$ cat src/rtl/prog_mem_arbiter.sv
// Run-state sequencer and single-port memory arbiter between the switch loader and the CPU.
// Grants are registered; the memory mux follows the grant registers combinationally.
module prog_mem_arbiter #(
  parameter int unsigned ADDR_W = 5,
  parameter int unsigned DATA_W = 8,
  parameter int unsigned STARVE = 4
) (
  input  logic              clock,
  input  logic              reset,
  input  logic              start,
  input  logic              loadMode,
  input  logic              ldReq,
  input  logic              ldWe,
  input  logic [ADDR_W-1:0] ldAddr,
  input  logic [DATA_W-1:0] ldData,
  output logic              ldGnt,
  input  logic              cpuReq,
  input  logic              cpuWe,
  input  logic [ADDR_W-1:0] cpuAddr,
  input  logic [DATA_W-1:0] cpuData,
  output logic              cpuGnt,
  input  logic              cpuHalt,
  output logic              cpuRun,
  output logic [ADDR_W-1:0] memAddr,
  output logic [DATA_W-1:0] memDin,
  output logic              memWe,
  output logic [1:0]        mode
);

  localparam int unsigned CntW = $clog2(STARVE + 1);

  typedef enum logic [1:0] {
    StLoad    = 2'b00,
    StRun     = 2'b01,
    StHalt    = 2'b10,
    StRestart = 2'b11
  } state_e;

  state_e            state_q, state_d;
  logic              ld_gnt_q, ld_gnt_d;
  logic              cpu_gnt_q, cpu_gnt_d;
  logic [CntW-1:0]   starve_q, starve_d;
  logic              cpu_want;
  logic              starved;

  always_ff @(posedge clock or posedge reset) begin
    if (reset) begin
      state_q   <= StLoad;
      ld_gnt_q  <= 1'b0;
      cpu_gnt_q <= 1'b0;
      starve_q  <= '0;
    end else begin
      state_q   <= state_d;
      ld_gnt_q  <= ld_gnt_d;
      cpu_gnt_q <= cpu_gnt_d;
      starve_q  <= starve_d;
    end
  end

  // A halting CPU gets no grant at the edge that moves us to HALT.
  assign cpu_want = cpuReq && !cpuHalt;
  assign starved  = (starve_q == CntW'(STARVE));

  always_comb begin
    state_d   = state_q;
    ld_gnt_d  = 1'b0;
    cpu_gnt_d = 1'b0;
    starve_d  = '0;
    unique case (state_q)
      StLoad: begin
        ld_gnt_d = ldReq;
        if (start) state_d = StRun;
      end
      StRun: begin
        ld_gnt_d  = ldReq && (!cpu_want || starved);
        cpu_gnt_d = cpu_want && !ld_gnt_d;
        if (cpuHalt) begin
          state_d = StHalt;
        end else if (ld_gnt_d) begin
          starve_d = '0;
        end else if (ldReq) begin
          starve_d = starve_q + 1'b1;
        end else begin
          starve_d = starve_q;
        end
      end
      StHalt: begin
        ld_gnt_d = ldReq;
        if (start) begin
          state_d = StRestart;
        end else if (loadMode) begin
          state_d = StLoad;
        end
      end
      StRestart: begin
        state_d = StRun;
      end
    endcase
  end

  always_comb begin
    memAddr = '0;
    memDin  = '0;
    memWe   = 1'b0;
    if (ld_gnt_q) begin
      memAddr = ldAddr;
      memDin  = ldData;
      memWe   = ldWe;
    end else if (cpu_gnt_q) begin
      memAddr = cpuAddr;
      memDin  = cpuData;
      memWe   = cpuWe;
    end
  end

  assign ldGnt  = ld_gnt_q;
  assign cpuGnt = cpu_gnt_q;
  assign cpuRun = (state_q == StRun) || (state_q == StHalt);
  assign mode   = state_q;

endmodule

$ cat config.mk
export PLATFORM = sky130hd
export DESIGN_NAME = prog_mem_arbiter
export DESIGN_NICKNAME = d
export VERILOG_FILES = /design/src/rtl/prog_mem_arbiter.sv
export SDC_FILE = /design/constraint.sdc
export NUM_CORES = 1
export LEC_CHECK = 0
export ABC_AREA = 1
export CAP_MARGIN = 20
export CORE_ASPECT_RATIO = 0.75
export CORE_MARGIN = 3
export CORE_UTILIZATION = 25
export CTS_CLUSTER_SIZE = 40
export DETAILED_ROUTE_END_ITERATION = 12
export GPL_ROUTABILITY_DRIVEN = 0
export SLEW_MARGIN = 20
export SYNTH_ARGS = -nofsm -noshare
export SYNTH_HDL_FRONTEND = slang
export SYNTH_SLANG_ARGS = --single-unit
$ cat constraint.sdc
create_clock -name clock -period 1.9 [get_ports clock]
set_input_delay 0.57 -clock clock [delete_from_list [all_inputs] [get_ports clock]]
set_output_delay 0.57 -clock clock [all_outputs]
set_load 0.02 [all_outputs]
==> results_dict.tcl, run 1 <==
set metrics [dict create \
    via_count 861 \
    fp.dieArea_um2 3370 \
    criticalPathCategory "in -> out" \
    fmax_mhz 534 \
    clock-skew-final_ns 0.00315 \
    worst_reg_to_reg_setup_slack_ns 0.65 \
    critical_path.startpoint "cpuAddr[0]" \
    crit_chain "clkdlybuf4s50_1 -> nand3_1 -> nand2_1 -> buf_4" \
    capture_point_of_the_worst_path "memAddr[0]" \
    timing.final.crit_share_pct 98.5 \
    post_cts.repair.setup_buffers 0 \
    status "finished clean" \
    top_level_ports 54 \
    dpl.hpwl_um 1900 \
    slew-limit-headroom_pct 80.6 \
    die_w_um 66.0 \
    power.density_cell_area_nw_per_um2 907 \
    irDropWorstVdd_mv 0.705 \
    synth_top_cells_by_area "sky130_fd_sc_hd__dfrtp_1, sky130_fd_sc_hd__nand2_1, sky130_fd_sc_hd__nand3_1" \
    drtAntennaViolNets 0 \
    number_of_nets_produced_by_synthesis 151 \
    leakagePower_nw 0.793 \
    crit_fanout 1 \
    antennaDiodeCount 0 \
    holdCritPathClass "reg -> reg" \
    detailedRoute.firstIterationViolations 27 \
    start_kind "input port" \
    grt_use_total_pct 14.5 \
    worst_path_largest_cell_delay_ns 0.46 \
    power_report.internal_total_uw 640 \
    floorplan.rows 15 \
    dp.cells 199 \
    post_synth_num_cell_types 16 \
    mostFrequentLayoutCells "sky130_fd_sc_hd__nand2_1, sky130_fd_sc_hd__clkdlybuf4s50_1, sky130_fd_sc_hd__nand3_1" \
    hold_ws_ns 0.533 \
    clkLatencyLatePin_ns 0.25 \
    critical_path.slowest_cell "sky130_fd_sc_hd__clkdlybuf4s50_1" \
    final_core_utilization_pct 54.7 \
    cts.htree.levels 1 \
    report.power.total_mw 1.21 \
    grt_pass1_wl_um 3770 \
    final_net_count 211 \
    swShare_pct 47.1 \
    grt_setup_unrepaired "false" \
    placedInstanceArea_um2 1270 \
    layout.cells.most_common "sky130_fd_sc_hd__nand2_1" \
    register_bit_total_from_synthesis 7 \
    worstPathBufferInverterCount 2 \
    drt_first_pass_iters 4 \
    count_of_hold_fix_buffers_inserted_at_cts 0 \
    maxCapViolations 0 \
    critical_path_required_ns 1.33 \
    final-instance-count-excl-fill 203 \
    ctsRootBufferMaster "sky130_fd_sc_hd__clkbuf_4" \
    part_of_the_total_power_dissipated_in_the_clock_network_pct 11.0 \
    drive_above_1_share_pct 19.5 \
    postLayoutCellArea_um2 1330 \
    grt.overflow.total 0 \
    timing_max_transition_violations_final 0 \
    port-buffer-count 53 \
    coreArea_um2 2440 \
    post_drt_via_cell_ratio 4.24 \
    floorplan.initialDensity_pct 27.7 \
    finalCriticalPeriod_ns 1.87 \
    yosysWarningCount 0 \
    worst_setup_end_kind "output port" \
    netlist.top_cell.by_area "sky130_fd_sc_hd__dfrtp_1" \
    power.sequential.fraction_pct 16.2 \
    die_h_um 51.0 \
    worst_slew_pin_slew_ns 0.291 \
    path_delay_family "buffers and inverters" \
    grt_antenna_before_repair 0 \
    grt_max_degree 16 \
    areaGrowthSynthToFinish_pct 97.4 \
    p_sw_uw 570 \
    r2r_path_start "mode[0]" \
    worst-r2r-cell-count 6 \
    critical_path_depth 4 \
    avgRoutedWirePerCell_um 11.6 \
    avgSynthCellArea_um2 6.14 \
    syn_area_um2 676 \
    critical_path_arrival_ns 1.30 \
    cts_buffers 3 \
    drc 0 \
    report.final.hold_viol_count 0 \
    comb_power_share_pct 72.8 \
    critical_path.reg2reg.endpoint "mode[1]" \
    route.final.wire_length_um 2350 \
    setup_violations 0 \
    cts_sinks 7 \
    vias_in_the_first_global_route 788 \
    clk_path_buf_depth 2 \
    tritoncts_clock_tree "done" \
    cts.clk_slew.worst_paths_ns 0.05 \
    postSynthCellCount 110 \
    synthDominantCellAreaShare_pct 25.9 \
    synth_sequential_area_ratio_pct 25.9 \
]
per-layer routing:
| layer | GRT usage [%] | vias up | share of wire [%] |
|---|---|---|---|
| met5 | 0 | - | 0 |
| met4 | 7.43 | 0 | 1.9 |
| met3 | 3.96 | 7 | 7.0 |
| met2 | 20.6 | 31 | 45 |
| met1 | 19.7 | 359 | 46 |
| li1 | - | 464 | - |
worst min-delay path, cell delays in order (launching register included):
cell and delay, ns:
sky130_fd_sc_hd__dfrtp_1 0.37, sky130_fd_sc_hd__nand2_1 0.06, sky130_fd_sc_hd__nand2_1 0.06
synthesized netlist by cell type:
| library cell | number |
|---|---|
| sky130_fd_sc_hd__inv_1 | 10 |
| sky130_fd_sc_hd__dfrtp_1 | 7 |
| sky130_fd_sc_hd__nand2_1 | 46 |
| sky130_fd_sc_hd__nand3_1 | 21 |
| sky130_fd_sc_hd__nand2_2 | 1 |
| sky130_fd_sc_hd__o21ai_0 | 1 |
| sky130_fd_sc_hd__nor2_1 | 4 |
| sky130_fd_sc_hd__nand3_2 | 1 |
| sky130_fd_sc_hd__buf_2 | 2 |
| sky130_fd_sc_hd__nor2_4 | 1 |
| sky130_fd_sc_hd__a21oi_2 | 1 |
| sky130_fd_sc_hd__or2_0 | 1 |
| sky130_fd_sc_hd__buf_4 | 1 |
| sky130_fd_sc_hd__inv_2 | 4 |
| sky130_fd_sc_hd__ha_1 | 6 |
| sky130_fd_sc_hd__a21oi_1 | 3 |
stage by stage:
stage          setup TNS (ns)  worst slack (ns)
6_report                    0            0.0279
5_1_grt                     0           0.00290
4_1_cts                     0           0.00301
3_5_place_dp            -6.17            -0.454
3_3_place_gp            -6.07            -0.447
2_1_floorplan               0             0.318
kinds of logic after synthesis:
group,synth area share (%)
AND/OR/NAND/NOR,48.3
buffers and inverters,10.4
flip-flops,25.9
adder cells (fa/ha/maj),11.1
AO/OA/AOI/OAI,4.26
power by group through the flow:
stage,Combinational [mW],Sequential [mW],Clock (mW)
6_report,0.881,0.197,0.133
5_1_grt,0.970,0.202,0.148
4_1_cts,0.822,0.197,0.141
3_5_place_dp,0.903,0.198,0
3_3_place_gp,0.897,0.198,0
2_1_floorplan,0.435,0.258,0
repair_timing:
action                     4_1_cts  5_1_grt
pin swaps                        0       14
setup endpoints to repair       18       16
resized for setup               66       36
worst min path at each step:
stage	end	slack [ns]	start	cells after the start
2_1_floorplan	cpuGnt	0.37	reset	1
3_3_place_gp	starve_q[1]	0.50	starve_q[1]	2
3_5_place_dp	starve_q[1]	0.52	starve_q[1]	2
4_1_cts	starve_q[1]	0.53	starve_q[1]	2
5_1_grt	starve_q[1]	0.56	starve_q[1]	2
6_report	starve_q[1]	0.53	starve_q[1]	2
area by class of cell:
type	instances	area, um^2
sequential	7	175
tap	34	42.5
multi-input combinational	86	438
fill	232	1110
inverter	14	52.6
clock buffer	4	26.3
timing repair buffer	58	599
state kept, by name, indices dropped and copies added, names as in the netlist:
name,cells
ldGnt,1
mode,2
starve_q,3
cpuGnt,1
Power figures use the tool's default switching activity.
==> run 2: changes to the inputs <==
CORE_MARGIN = unset   (was 3)
PLACE_DENSITY = 0.66   (was unset)
clock period = 1.6 ns   (was 1.9 ns; I/O delays follow)
==> run 2 against run 1 <==
The flow now finishes with violations (negative setup slack). Sequential power grew 27%. Register-to-register slack lost 0.34 ns. Non-clock buffer count grew 3. Design area shrank 0.56%. Via count grew 6.7%. Clock power grew 30%.
==> results_dict.tcl, run 2 (synthesis results as in run 1) <==
set metrics [dict create \
    status "finished with violations" \
    failed_checks "negative setup slack" \
    grt_setup_unrepaired "true" \
    irDropWorstVdd_mv 0.691 \
    count_of_hold_fix_buffers_inserted_at_cts 0 \
    worst-r2r-cell-count 7 \
    tritoncts_clock_tree "done" \
    grt_max_degree 16 \
    vias_in_the_first_global_route 764 \
    report.power.total_mw 1.57 \
    path_delay_family "flip-flops" \
    met2_usage_pct 26.4 \
    die_w_um 62.0 \
    met3_usage_in_global_routing_pct 5.23 \
    top_level_ports 54 \
    grt_use_total_pct 15.0 \
    worst_setup_end_kind "output port" \
    critical_path_arrival_ns 1.14 \
    grt_pass1_wl_um 3150 \
    critical_path.slowest_cell "sky130_fd_sc_hd__dfrtp_2" \
    setup_violations 7 \
    critical_path.reg2reg.endpoint "starve_q[2]" \
    holdCritPathClass "in -> async" \
    ctsRootBufferMaster "sky130_fd_sc_hd__clkbuf_4" \
    setup_ws_ns -0.0150 \
    coreArea_um2 2420 \
    areaGrowthSynthToFinish_pct 96.3 \
    timing.final.crit_share_pct 101 \
    worst_slew_pin_slew_ns 0.282 \
    cts.clk_slew.worst_paths_ns 0.06 \
    cts.htree.levels 1 \
    capture_point_of_the_worst_path "memDin[7]" \
    port-buffer-count 53 \
    antennaDiodeCount 0 \
    cts_sinks 7 \
    post_cts.repair.setup_buffers 0 \
    pre_cts_ws_ns -0.571 \
    clk_path_buf_depth 2 \
    slew-limit-headroom_pct 81.2 \
    drtAntennaViolNets 0 \
    crit_chain "buf_4 -> nand2_1 -> nand2_1 -> buf_6" \
    grt-busiest-layer "met2" \
    route.final.wire_length_um 2270 \
    critical_path.startpoint "ldGnt" \
    grt_antenna_before_repair 0 \
    dpl.hpwl_um 1720 \
    r2r_path_start "mode[1]" \
    worstPathBufferInverterCount 2 \
    die_h_um 47.0 \
    maxCapViolations 0 \
    power.density_cell_area_nw_per_um2 1180 \
    avgRoutedWirePerCell_um 11.0 \
    clock-skew-final_ns 0.0114 \
    criticalPathCategory "reg -> out" \
    grt_met1_usage_pct 17.9 \
    layout.cells.most_common "sky130_fd_sc_hd__nand2_1" \
    finalCriticalPeriod_ns 1.62 \
    drive_above_1_share_pct 25.0 \
    floorplan.initialDensity_pct 27.9 \
    fp.dieArea_um2 2920 \
    via_count 919 \
    report.final.hold_viol_count 0 \
    worst_path_largest_cell_delay_ns 0.44 \
    timing.critical_path.mode_cell "sky130_fd_sc_hd__nand2_1" \
    worst_reg_to_reg_setup_slack_ns 0.31 \
    mostFrequentLayoutCells "sky130_fd_sc_hd__nand2_1, sky130_fd_sc_hd__dlygate4sd2_1, sky130_fd_sc_hd__nand3_1" \
    largest-register "starve_q" \
    drc 0 \
    critical_path_required_ns 1.12 \
    timing_max_transition_violations_final 0 \
    detailedRoute.firstIterationViolations 30 \
    post_drt_via_cell_ratio 4.46 \
    final_net_count 214 \
    crit_fanout 7 \
    n_fill_cell 254 \
    floorplan.rows 15 \
    critical_path_depth 4 \
    clkLatencyLatePin_ns 0.26 \
    grt.overflow.total 0 \
    fmax_mhz 619 \
    cts_buffers 3 \
    start_kind "register" \
    leakagePower_nw 0.746 \
    drt_first_pass_iters 4 \
    largest_register_ff_count 3 \
]
## run 2: changes by cell type in the layout (fill, tap and decap cells not counted), sizes merged
cell,change
clkbuf,+2
dlymetal6s2s,-10
clkdlybuf4s50,-17
buf,+5
inv,-1
clkinv,+1
dlygate4sd2,+23
## run 2: repair_timing
item | CTS | global route
cloned | 0 | 1
setup endpoints to repair | 19 | 19
gates resized for setup | 126 | 15
hold endpoints to repair | 0 | 0
pin swaps | 31 | 3
## run 2: worst reg2reg max path, cell delays in order (launching register included)
cell	delay [ns]
sky130_fd_sc_hd__dfrtp_1	0.38
sky130_fd_sc_hd__inv_2	0.08
sky130_fd_sc_hd__buf_4	0.10
sky130_fd_sc_hd__ha_1	0.25
sky130_fd_sc_hd__inv_2	0.08
sky130_fd_sc_hd__nor2_4	0.12
sky130_fd_sc_hd__nand3_1	0.09
sky130_fd_sc_hd__a21oi_1	0.12
## run 2: how the worst min path moves through the flow
stage                     start           to  slack (ns)
floorplan                 reset       cpuGnt        0.28
global placement    starve_q[1]  starve_q[1]        0.50
detailed placement  starve_q[1]  starve_q[1]        0.51
CTS                       reset      mode[1]        0.47
global route              reset      mode[1]        0.51
finish                    reset        ldGnt        0.45
## run 2: metal layers
layer,wire [um],up-vias
met5,0,-
met4,5,0
met3,284,2
met2,924,49
met1,1060,401
li1,-,467
## run 2: area by class of cell
type	instances	area, um^2	share of cell area, %
flip-flops and latches	7	176	13.3
clock buffers	4	26.3	1.98
inverters	14	57.6	4.34
repair buffers	61	578	43.6
multi-input cells	86	445	33.6
well taps	34	42.5	3.21
## run 2: per-stage QoR
step	utilization [%]	hold slack (ns)	cells	area (um^2)	setup TNS, ns
after floorplan	-	0.283	110	676	0
after global routing	54.8	0.508	206	1330	-0.693
after detailed placement	53.5	0.509	201	1300	-7.98
final	54.8	0.447	206	1330	-0.0807
after CTS	54.8	0.466	205	1330	-0.0850
after global placement	53.5	0.495	201	1300	-7.94
## run 2: power breakdown
| group | leakage, nW | internal, mW | switching, mW |
|---|---|---|---|
| Clock | 0.0150 | 0.0959 | 0.0771 |
| Combinational | 0.639 | 0.523 | 0.621 |
| Sequential | 0.0919 | 0.216 | 0.0349 |
